===== config.mk =====
export PLATFORM = sky130hd
export DESIGN_NAME = oven_countdown
export DESIGN_NICKNAME = d
export VERILOG_FILES = /design/src/rtl/oven_countdown.sv
export SDC_FILE = /design/constraint.sdc
export NUM_CORES = 1
export LEC_CHECK = 0
export ABC_AREA = 1
export CAP_MARGIN = 10
export CELL_PAD_IN_SITES_DETAIL_PLACEMENT = 2
export CELL_PAD_IN_SITES_GLOBAL_PLACEMENT = 2
export CORE_ASPECT_RATIO = 1.25
export CORE_UTILIZATION = 29
export DETAILED_ROUTE_END_ITERATION = 8
export PLACE_DENSITY = 0.72
export SETUP_SLACK_MARGIN = 0.2
export SYNTH_ARGS = -nofsm -noshare
export SYNTH_HDL_FRONTEND = slang
export SYNTH_SLANG_ARGS = --single-unit

===== constraint.sdc =====
create_clock -name clk -period 1.9 [get_ports clk]
set_input_delay 0.285 -clock clk [delete_from_list [all_inputs] [get_ports clk]]
set_output_delay 0.285 -clock clk [all_outputs]
set_load 0.05 [all_outputs]

===== src/rtl/oven_countdown.sv =====
// Oven cook-time countdown: latches a clamped MM:SS BCD time, counts it down once per
// TICK_DIV clocks while heating, with synchronized start/pause and cancel buttons.
module oven_countdown #(
   parameter int TICK_DIV = 50_000_000,
   parameter int BTN_SYNC = 2
) (
   input  logic       clk,
   input  logic       rst_n,
   input  logic       load,
   input  logic [3:0] t3,
   input  logic [3:0] t2,
   input  logic [3:0] t1,
   input  logic [3:0] t0,
   input  logic       start_n,
   input  logic       cancel_n,
   output logic [3:0] hex3,
   output logic [3:0] hex2,
   output logic [3:0] hex1,
   output logic [3:0] hex0,
   output logic       heat,
   output logic       done,
   output logic       busy
);

   localparam int PW = (TICK_DIV > 1) ? $clog2(TICK_DIV) : 1;
   localparam logic [PW-1:0] PRESC_LAST = PW'(TICK_DIV - 1);

   typedef enum logic [2:0] {
      S_IDLE   = 3'd0,
      S_LOADED = 3'd1,
      S_RUN    = 3'd2,
      S_PAUSE  = 3'd3,
      S_DONE   = 3'd4
   } state_t;

   state_t                state_q, state_d;
   logic [15:0]           time_q, time_d;
   logic [PW-1:0]         presc_q, presc_d;
   logic [BTN_SYNC-1:0]   start_sync_q, start_sync_d;
   logic [BTN_SYNC-1:0]   cancel_sync_q, cancel_sync_d;
   logic                  start_prev_q, cancel_prev_q;
   logic                  heat_q, heat_d;
   logic                  done_q, done_d;
   logic                  busy_q, busy_d;

   logic                  start_press, cancel_press;
   logic                  tick;
   logic [15:0]           load_val;
   logic                  load_nz;
   logic [15:0]           dec_val;

   function automatic logic [3:0] clamp_digit(input logic [3:0] d, input logic [3:0] lim);
      return (d > lim) ? lim : d;
   endfunction

   function automatic logic [15:0] clamp_time(input logic [3:0] a, input logic [3:0] b,
                                              input logic [3:0] c, input logic [3:0] d);
      return {clamp_digit(a, 4'd9), clamp_digit(b, 4'd9),
              clamp_digit(c, 4'd5), clamp_digit(d, 4'd9)};
   endfunction

   // Borrow chain: seconds ones -> seconds tens (0..5) -> minutes ones -> minutes tens.
   function automatic logic [15:0] bcd_dec(input logic [15:0] t);
      logic [3:0] d3, d2, d1, d0;
      {d3, d2, d1, d0} = t;
      if (t == 16'h0000) return 16'h0000;
      if (d0 != 4'd0) d0 = d0 - 4'd1;
      else begin
         d0 = 4'd9;
         if (d1 != 4'd0) d1 = d1 - 4'd1;
         else begin
            d1 = 4'd5;
            if (d2 != 4'd0) d2 = d2 - 4'd1;
            else begin
               d2 = 4'd9;
               d3 = d3 - 4'd1;
            end
         end
      end
      return {d3, d2, d1, d0};
   endfunction

   // Button synchronizers and falling-edge detectors.
   always_comb begin
      start_sync_d  = {start_sync_q[BTN_SYNC-2:0], start_n};
      cancel_sync_d = {cancel_sync_q[BTN_SYNC-2:0], cancel_n};
   end

   assign start_press  = start_prev_q  & ~start_sync_q[BTN_SYNC-1];
   assign cancel_press = cancel_prev_q & ~cancel_sync_q[BTN_SYNC-1];
   assign tick         = (presc_q == PRESC_LAST);
   assign load_val     = clamp_time(t3, t2, t1, t0);
   assign load_nz      = (load_val != 16'h0000);
   assign dec_val      = bcd_dec(time_q);

   always_ff @(posedge clk or negedge rst_n) begin
      if (!rst_n) begin
         state_q       <= S_IDLE;
         time_q        <= 16'h0000;
         presc_q       <= '0;
         start_sync_q  <= '1;
         cancel_sync_q <= '1;
         start_prev_q  <= 1'b1;
         cancel_prev_q <= 1'b1;
         heat_q        <= 1'b0;
         done_q        <= 1'b0;
         busy_q        <= 1'b0;
      end else begin
         state_q       <= state_d;
         time_q        <= time_d;
         presc_q       <= presc_d;
         start_sync_q  <= start_sync_d;
         cancel_sync_q <= cancel_sync_d;
         start_prev_q  <= start_sync_q[BTN_SYNC-1];
         cancel_prev_q <= cancel_sync_q[BTN_SYNC-1];
         heat_q        <= heat_d;
         done_q        <= done_d;
         busy_q        <= busy_d;
      end
   end

   // Priority everywhere: cancel, then start, then tick/load.
   always_comb begin
      state_d = state_q;
      time_d  = time_q;
      presc_d = presc_q;
      case (state_q)
         S_IDLE: begin
            if (load && load_nz) begin
               state_d = S_LOADED;
               time_d  = load_val;
            end
         end
         S_LOADED: begin
            if (cancel_press) begin
               state_d = S_IDLE;
               time_d  = 16'h0000;
            end else if (start_press) begin
               state_d = S_RUN;
               presc_d = '0;
            end else if (load) begin
               state_d = load_nz ? S_LOADED : S_IDLE;
               time_d  = load_val;
            end
         end
         S_RUN: begin
            if (cancel_press) begin
               state_d = S_IDLE;
               time_d  = 16'h0000;
            end else if (tick) begin
               presc_d = '0;
               time_d  = dec_val;
               if (dec_val == 16'h0000) state_d = S_DONE;
               else if (start_press)    state_d = S_PAUSE;
            end else if (start_press) begin
               state_d = S_PAUSE;
            end else begin
               presc_d = presc_q + 1'b1;
            end
         end
         S_PAUSE: begin
            if (cancel_press) begin
               state_d = S_IDLE;
               time_d  = 16'h0000;
            end else if (start_press) begin
               state_d = S_RUN;
            end
         end
         S_DONE: begin
            time_d = 16'h0000;
            if (cancel_press || start_press) begin
               state_d = S_IDLE;
            end else if (load && load_nz) begin
               state_d = S_LOADED;
               time_d  = load_val;
            end
         end
         default: begin
            state_d = S_IDLE;
            time_d  = 16'h0000;
         end
      endcase
   end

   always_comb begin
      heat_d = (state_d == S_RUN);
      done_d = (state_d == S_DONE);
      busy_d = (state_d == S_RUN) || (state_d == S_PAUSE);
   end

   assign {hex3, hex2, hex1, hex0} = time_q;
   assign heat = heat_q;
   assign done = done_q;
   assign busy = busy_q;

endmodule

Word level (Yosys, flattened, before mapping)
Cells that the tools add are included.

word-level totals
  input bits = 21
  register bits after elaboration = 54
  latch bits = 0
  RAM bits = 0
  ROM bits = 0
  memories kept = 0
  output and inout port bits = 19

cells by class
  equality and inequality tests = 17
  reduce and logical (&&, ||, !) cells = 13
  mux-type cells = 45
  shift-type cells = 0
  magnitude comparators = 4
  add/sub/neg operators = 5
  multipliers = 0
  div/mod/pow operators = 0
  bitwise gates (word level) = 4

operators with widths
  cell                                                           number
  two-way mux 16 bit                                             11
  two-way mux 26 bit                                             5
  case mux 16 bit (5 select lines)                               1
  two-way mux 4 bit                                              13
  case mux 26 bit (2 select lines)                               1
  two-way mux 3 bit                                              11
  logical NOT 16 bit                                             2
  adder 26 x 1 -> 26 bit, second input constant                  1
  equality test 26 bit, second input constant                    1
  nonzero test 16 bit                                            1
  subtractor 4 x 1 -> 4 bit, second input constant               4
  case mux 3 bit (5 select lines)                                1
  equality test 3 x 2 -> 1 bit, second input constant            4
  greater-than comparator 4 bit, second input constant           3
  != test 3 bit, second input constant                           4
  nonzero test 4 bit                                             3
  != test 2 bit, second input constant                           5
  AND reduction 5 bit                                            2
  equality test 3 bit, second input constant                     2
  greater-than comparator 4 x 3 -> 1 bit, second input constant  1
  equality test 3 x 1 -> 1 bit, second input constant            1
  logical NOT 3 bit                                              1
  bitwise AND 1 bit                                              2
  logical OR 1 bit                                               2
  other kinds (4)                                                6

Longest topological paths before layout
  word-level depth = 12
  depth in mapped cells = 15
  depth with buffers taken out = 15

Worst setup path before layout
Ideal clock, no wire load.

  path type = register to register
  start = register time_q[1]
  end = register heat_q (netlist: heat)
  library setup time = 0.120 ns
  arrival = 2.053 ns
  slack = -0.273 ns
  clock period less this slack = 2.173 ns
  cell stages (with the launch flop) = 14
  data required time = 1.780 ns
  cells stage by stage = dfrtp_1 inv_1 ha_1 nand3_4 nor2_8 nand2_4 nand2_1 nand2_1 nor2_1 nand2_1 nor2_2 nand3_2 a21oi_2 nor2_1

between the ends
  cells in the longest elaborated chain, start to end = 9

ends and longest elaborated chain
  item                                                    line    text
  start: declaration                                      37      logic [15:0] time_q, time_d;
  start signal: assignment                                110     time_q <= time_d;
  subtractor 4 x 1 -> 4 bit (tied with other cells)       67      if (d0 != 4'd0) d0 = d0 - 4'd1;
  two-way mux 4 bit or two-way mux 1 bit (tied branches)  67, 66
  two-way mux 16 bit (*)                                  67
  logical NOT 16 bit (*)                                  153     if (dec_val == 16'h0000) state_d = S_DONE;
  two-way mux 3 bit (*)                                   153
  two-way mux 3 bit (*)                                   150     end else if (tick) begin
  two-way mux 3 bit (*)                                   147     if (cancel_press) begin
  case mux 3 bit (5 select lines) (*)                     127     case (state_q)
  equality test 3 x 2 -> 1 bit (*)                        186     heat_d = (state_d == S_RUN);
  via heat_d                                              42      logic heat_q, heat_d;
  end signal: assignment                                  116     heat_q <= heat_d;
  end: declaration                                        42

Mark *: on every way through the listed nets, which the timed path passes. The rest lies on a longest branch.
A chain may end at the register's enable or synchronous reset.

Worst setup path in the final report
  start = register time_q[9]
  end = register state_q[1]

between the ends
  cells in the longest elaborated chain, start to end = 10

ends and longest elaborated chain
  item                                                             line  text
  subtractor 4 x 1 -> 4 bit or nonzero test 4 bit (tied branches)  73    if (d2 != 4'd0) d2 = d2 - 4'd1;
  two-way mux 4 bit                                                73
  two-way mux 4 bit                                                70    if (d1 != 4'd0) d1 = d1 - 4'd1;
  two-way mux 4 bit                                                67
  two-way mux 16 bit (*)                                           67
  logical NOT 16 bit (*)                                           153
  two-way mux 3 bit (*)                                            153
  two-way mux 3 bit (*)                                            150
  two-way mux 3 bit (*)                                            147
  case mux 3 bit (5 select lines) (*)                              127
  via state_d[1]                                                   36    state_t state_q, state_d;
  end signal: assignment                                           109   state_q <= state_d;
  end: declaration                                                 36

Marked as above.

==> results_dict.tcl <==
set metrics [dict create \
    multi_input_area_um2 3250 \
    die_x_um 106 \
    ys_ff_latch 54 \
    synthTopCellsByArea "dfrtp_1 (30%), nand2_1 (16%), nor2_1 (6.2%)" \
    ctsLongestPathBuffers 2 \
    synthArstFlopShare 1.00 \
    root_buffer "clkbuf_16" \
    avgSynthCellArea_um2 7.02 \
    io_pins 40 \
    area_growth_pct 81.7 \
    synthCells 563 \
    antenna_left 0 \
    critical_path.cell_chain "inv_2 -> ha_2 -> nand2_2 -> nor2_2 -> nand4_1 -> nand3_2 -> nand2_2 -> nor2_4 -> nand3_4 -> a21oi_4 -> inv_2" \
    wl_per_cell_um 29.2 \
    die_area_um2 14100 \
    synthMuxAreaShare 0 \
    vdd_drop_max_mv 0.916 \
    synth_compound_area_frac 0.102 \
    hpwl_um 13000 \
    tritoncts "yes" \
    remaining_drc_errors 0 \
    finalSetupViolCount 48 \
    status "finished with violations" \
    fill_cells 1416 \
    grtUsageTotal 0.327 \
    crit_type "reg2reg" \
    clkTransAtPathRegs_ns 0.09 \
    synth_ff_type "dfrtp_1" \
    antenna_found_initial 0 \
    num_vias 5191 \
    grt_overflow_total 0 \
    cp.required_ns 2.12 \
    tightestPinTransition_ns 0.517 \
    syn_nets 590 \
    cp_max_fo 5 \
    n_antenna_cell 0 \
    start_util 0.298 \
    drtIter0Drc 179 \
    ys_warn_count 0 \
    clk_latency_ns 0.33 \
    cp_data_arrival_time_ns 2.52 \
    synth.distinct_cells 40 \
    synth_fa_ha_area_frac 0.0190 \
    routed_wl_um 27400 \
    holdWs_ns 0.364 \
    post-route-period-util 1.21 \
    die_h_um 133 \
    end_kind "flip-flop" \
    first_global_vias 6025 \
    ys_top_cells_by_count "nand2_1 (170), nor2_1 (65), inv_1 (60)" \
    synthSimpleGateAreaFrac 0.407 \
    power.density_nw_per_um2 1380 \
    synth_top_family_by_area "simple AND/OR/NAND/NOR gates" \
    p_leak_nw 3.26 \
    final_cells 938 \
    hold_class "reg2reg" \
    clock-sinks 54 \
    grt_start_max_net_pins 55 \
    synth_edf_count 0 \
    dp.cells 882 \
    core-area_um2 13300 \
    crit_slowest_cell "dfrtp_2" \
    cp-start-kind "flip-flop" \
    nets 793 \
    yosysTopAreaCell "dfrtp_1" \
    core.rowCount 47 \
    cts_buffers 5 \
    critPathMaxStageDelay_ns 0.44 \
    slew_headroom 0.654 \
    synth_area_um2 3960 \
    setup_tns_ns -10.58 \
    final_util 0.541 \
    viasPerCell 5.53 \
    fmax_mhz 435 \
    synth_xor_area_frac 0.0399 \
    seq_area_um2 1370 \
    synth.most_common_cell "nand2_1" \
    gp_congestion 0.821 \
    failed_checks "negative setup slack" \
    clock_skew_ns 0.0153 \
    finalMaxSlewViolations 0 \
    dr.pass1.iters 4 \
    drv_cap 0 \
    netlist.area_leader.share 0.304 \
    seq_area_frac_synth 0.344 \
    port_buffers 39 \
    grt_pass1_wl_um 34600 \
    drive_gt1_frac 0.576 \
    final-hold-violation-count 0 \
    rsz0062_at_grt "yes" \
    cts_max_level 2 \
    fin_crit_ns 2.30 \
    fin_ws_ns -0.399 \
]
[cells by family (layout without fill, tap and decap cells)]
kind of cell / count (synthesis) / count (layout)
AND/OR/NAND/NOR: 345 / 347
buffers and inverters: 80 / 282
AO/OA/AOI/OAI: 60 / 60
flip-flops: 54 / 54
XOR/XNOR: 18 / 18
adder cells (fa/ha/maj): 6 / 6
[per-stage QoR]
step                cell area, µm²  setup WS [ns]  power, mW
floorplan                     4040        -0.0329       4.12
finish                        7180         -0.399       9.89
CTS                           6600         -0.231       8.43
global route                  7180         -0.436       10.2
detailed placement            5470         -0.421       6.11
global placement              5470         -0.243       5.85
[report_power, final]
| group | internal (mW) | switching (mW) | leakage [nW] |
|---|---|---|---|
| Sequential | 1.35 | 0.196 | 0.699 |
| Combinational | 2.71 | 4.51 | 2.48 |
| Clock | 0.569 | 0.550 | 0.0801 |
[flip-flops by register name (all words and copies together), names as in the netlist]
name,cells
state_q,3
cancel_prev_q,1
done,1
start_sync_q,2
time_q,16
busy,1
start_prev_q,1
heat,1
cancel_sync_q,2
presc_q,26
[final cells by class]
class / count / area share
multi-input cells: 431 / 0.452
flip-flops and latches: 54 / 0.191
inverters: 68 / 0.0401
clock buffers: 7 / 0.0212
clock inverters: 1 / 0.00122
well taps: 171 / 0.0298
repair buffers: 201 / 0.253
repair inverters: 5 / 0.0118
[timing repair]
| item | in CTS | in global routing |
|---|---|---|
| pin swaps | 56 | 56 |
| gates cloned | 10 | 1 |
| setup buffers | 26 | 10 |
| endpoints found under the hold margin | 14 | 0 |
| resized for setup | 182 | 126 |
| endpoints found under the setup margin | 53 | 48 |
| hold buffers | 1 | 0 |
[placed cells by master (no fill, tap or decap), types with 4 or more instances in the layout]
master           netlist  final
nand2_4                3     26
o21ai_1                9      6
inv_1                 60     44
nor2_1                65     34
nor2_4                 6     26
clkbuf_16              0      5
xor2_1                11     11
buf_16                 0      4
inv_2                  6     19
nand2_1              170     95
nor2_2                 5     16
xnor2_1                7      7
dfrtp_2                0     10
o31ai_4                0      5
nand3_2                3     13
o21ai_2               11     25
buf_4                  0    144
clkdlybuf4s50_1        0     14
nor3_1                20     11
dfstp_2                6      6
buf_12                 0      9
a21oi_2                1      6
nand3_4                1      6
nand2_2                4     54
nand4_1               16     16
nor3_2                 0      8
nand3_1               38     23
dlygate4sd2_1          0     10
buf_6                  5     18
dfrtp_1               48     38
nand2_8                0      4
o21ai_4                0      5
[path summary, 6_finish.rpt]
check / startpoint / to / slack (ns) / cells past startpoint
max: time_q[9]$_DFFE_PN0P_ / state_q[1]$_DFF_PN0_ / -0.40 / 11
min: start_sync_q[0]$_DFF_PN1_ / start_sync_q[1]$_DFF_PN1_ / 0.36 / 0
max reg2reg: time_q[9]$_DFFE_PN0P_ / state_q[1]$_DFF_PN0_ / -0.40 / 11
min reg2reg: start_sync_q[0]$_DFF_PN1_ / start_sync_q[1]$_DFF_PN1_ / 0.36 / 0
max in group asynchronous: rst_n / start_prev_q$_DFF_PN1_ / 1.07 / 3
min in group asynchronous: rst_n / presc_q[13]$_DFFE_PN0P_ / 0.50 / 3
[metal layers]
metal  GRT usage  vias up  part of all wire
met4       0.215        0             0.080
met2       0.634      218              0.54
met3      0.0394      130             0.038
met1       0.320     2618              0.34
met5           0        -                 0
li1            -     2225                 -
[critical path, delay by kind of cell (launching register included)]
kind                     cells  cell delay (ns)
AND/OR/NAND/NOR              7             1.20
AO/OA/AOI/OAI                1             0.21
buffers and inverters        2             0.15
flip-flops                   1             0.44
adder cells (fa/ha/maj)      1             0.20
No activity file was read; power rests on OpenSTA's default activity.
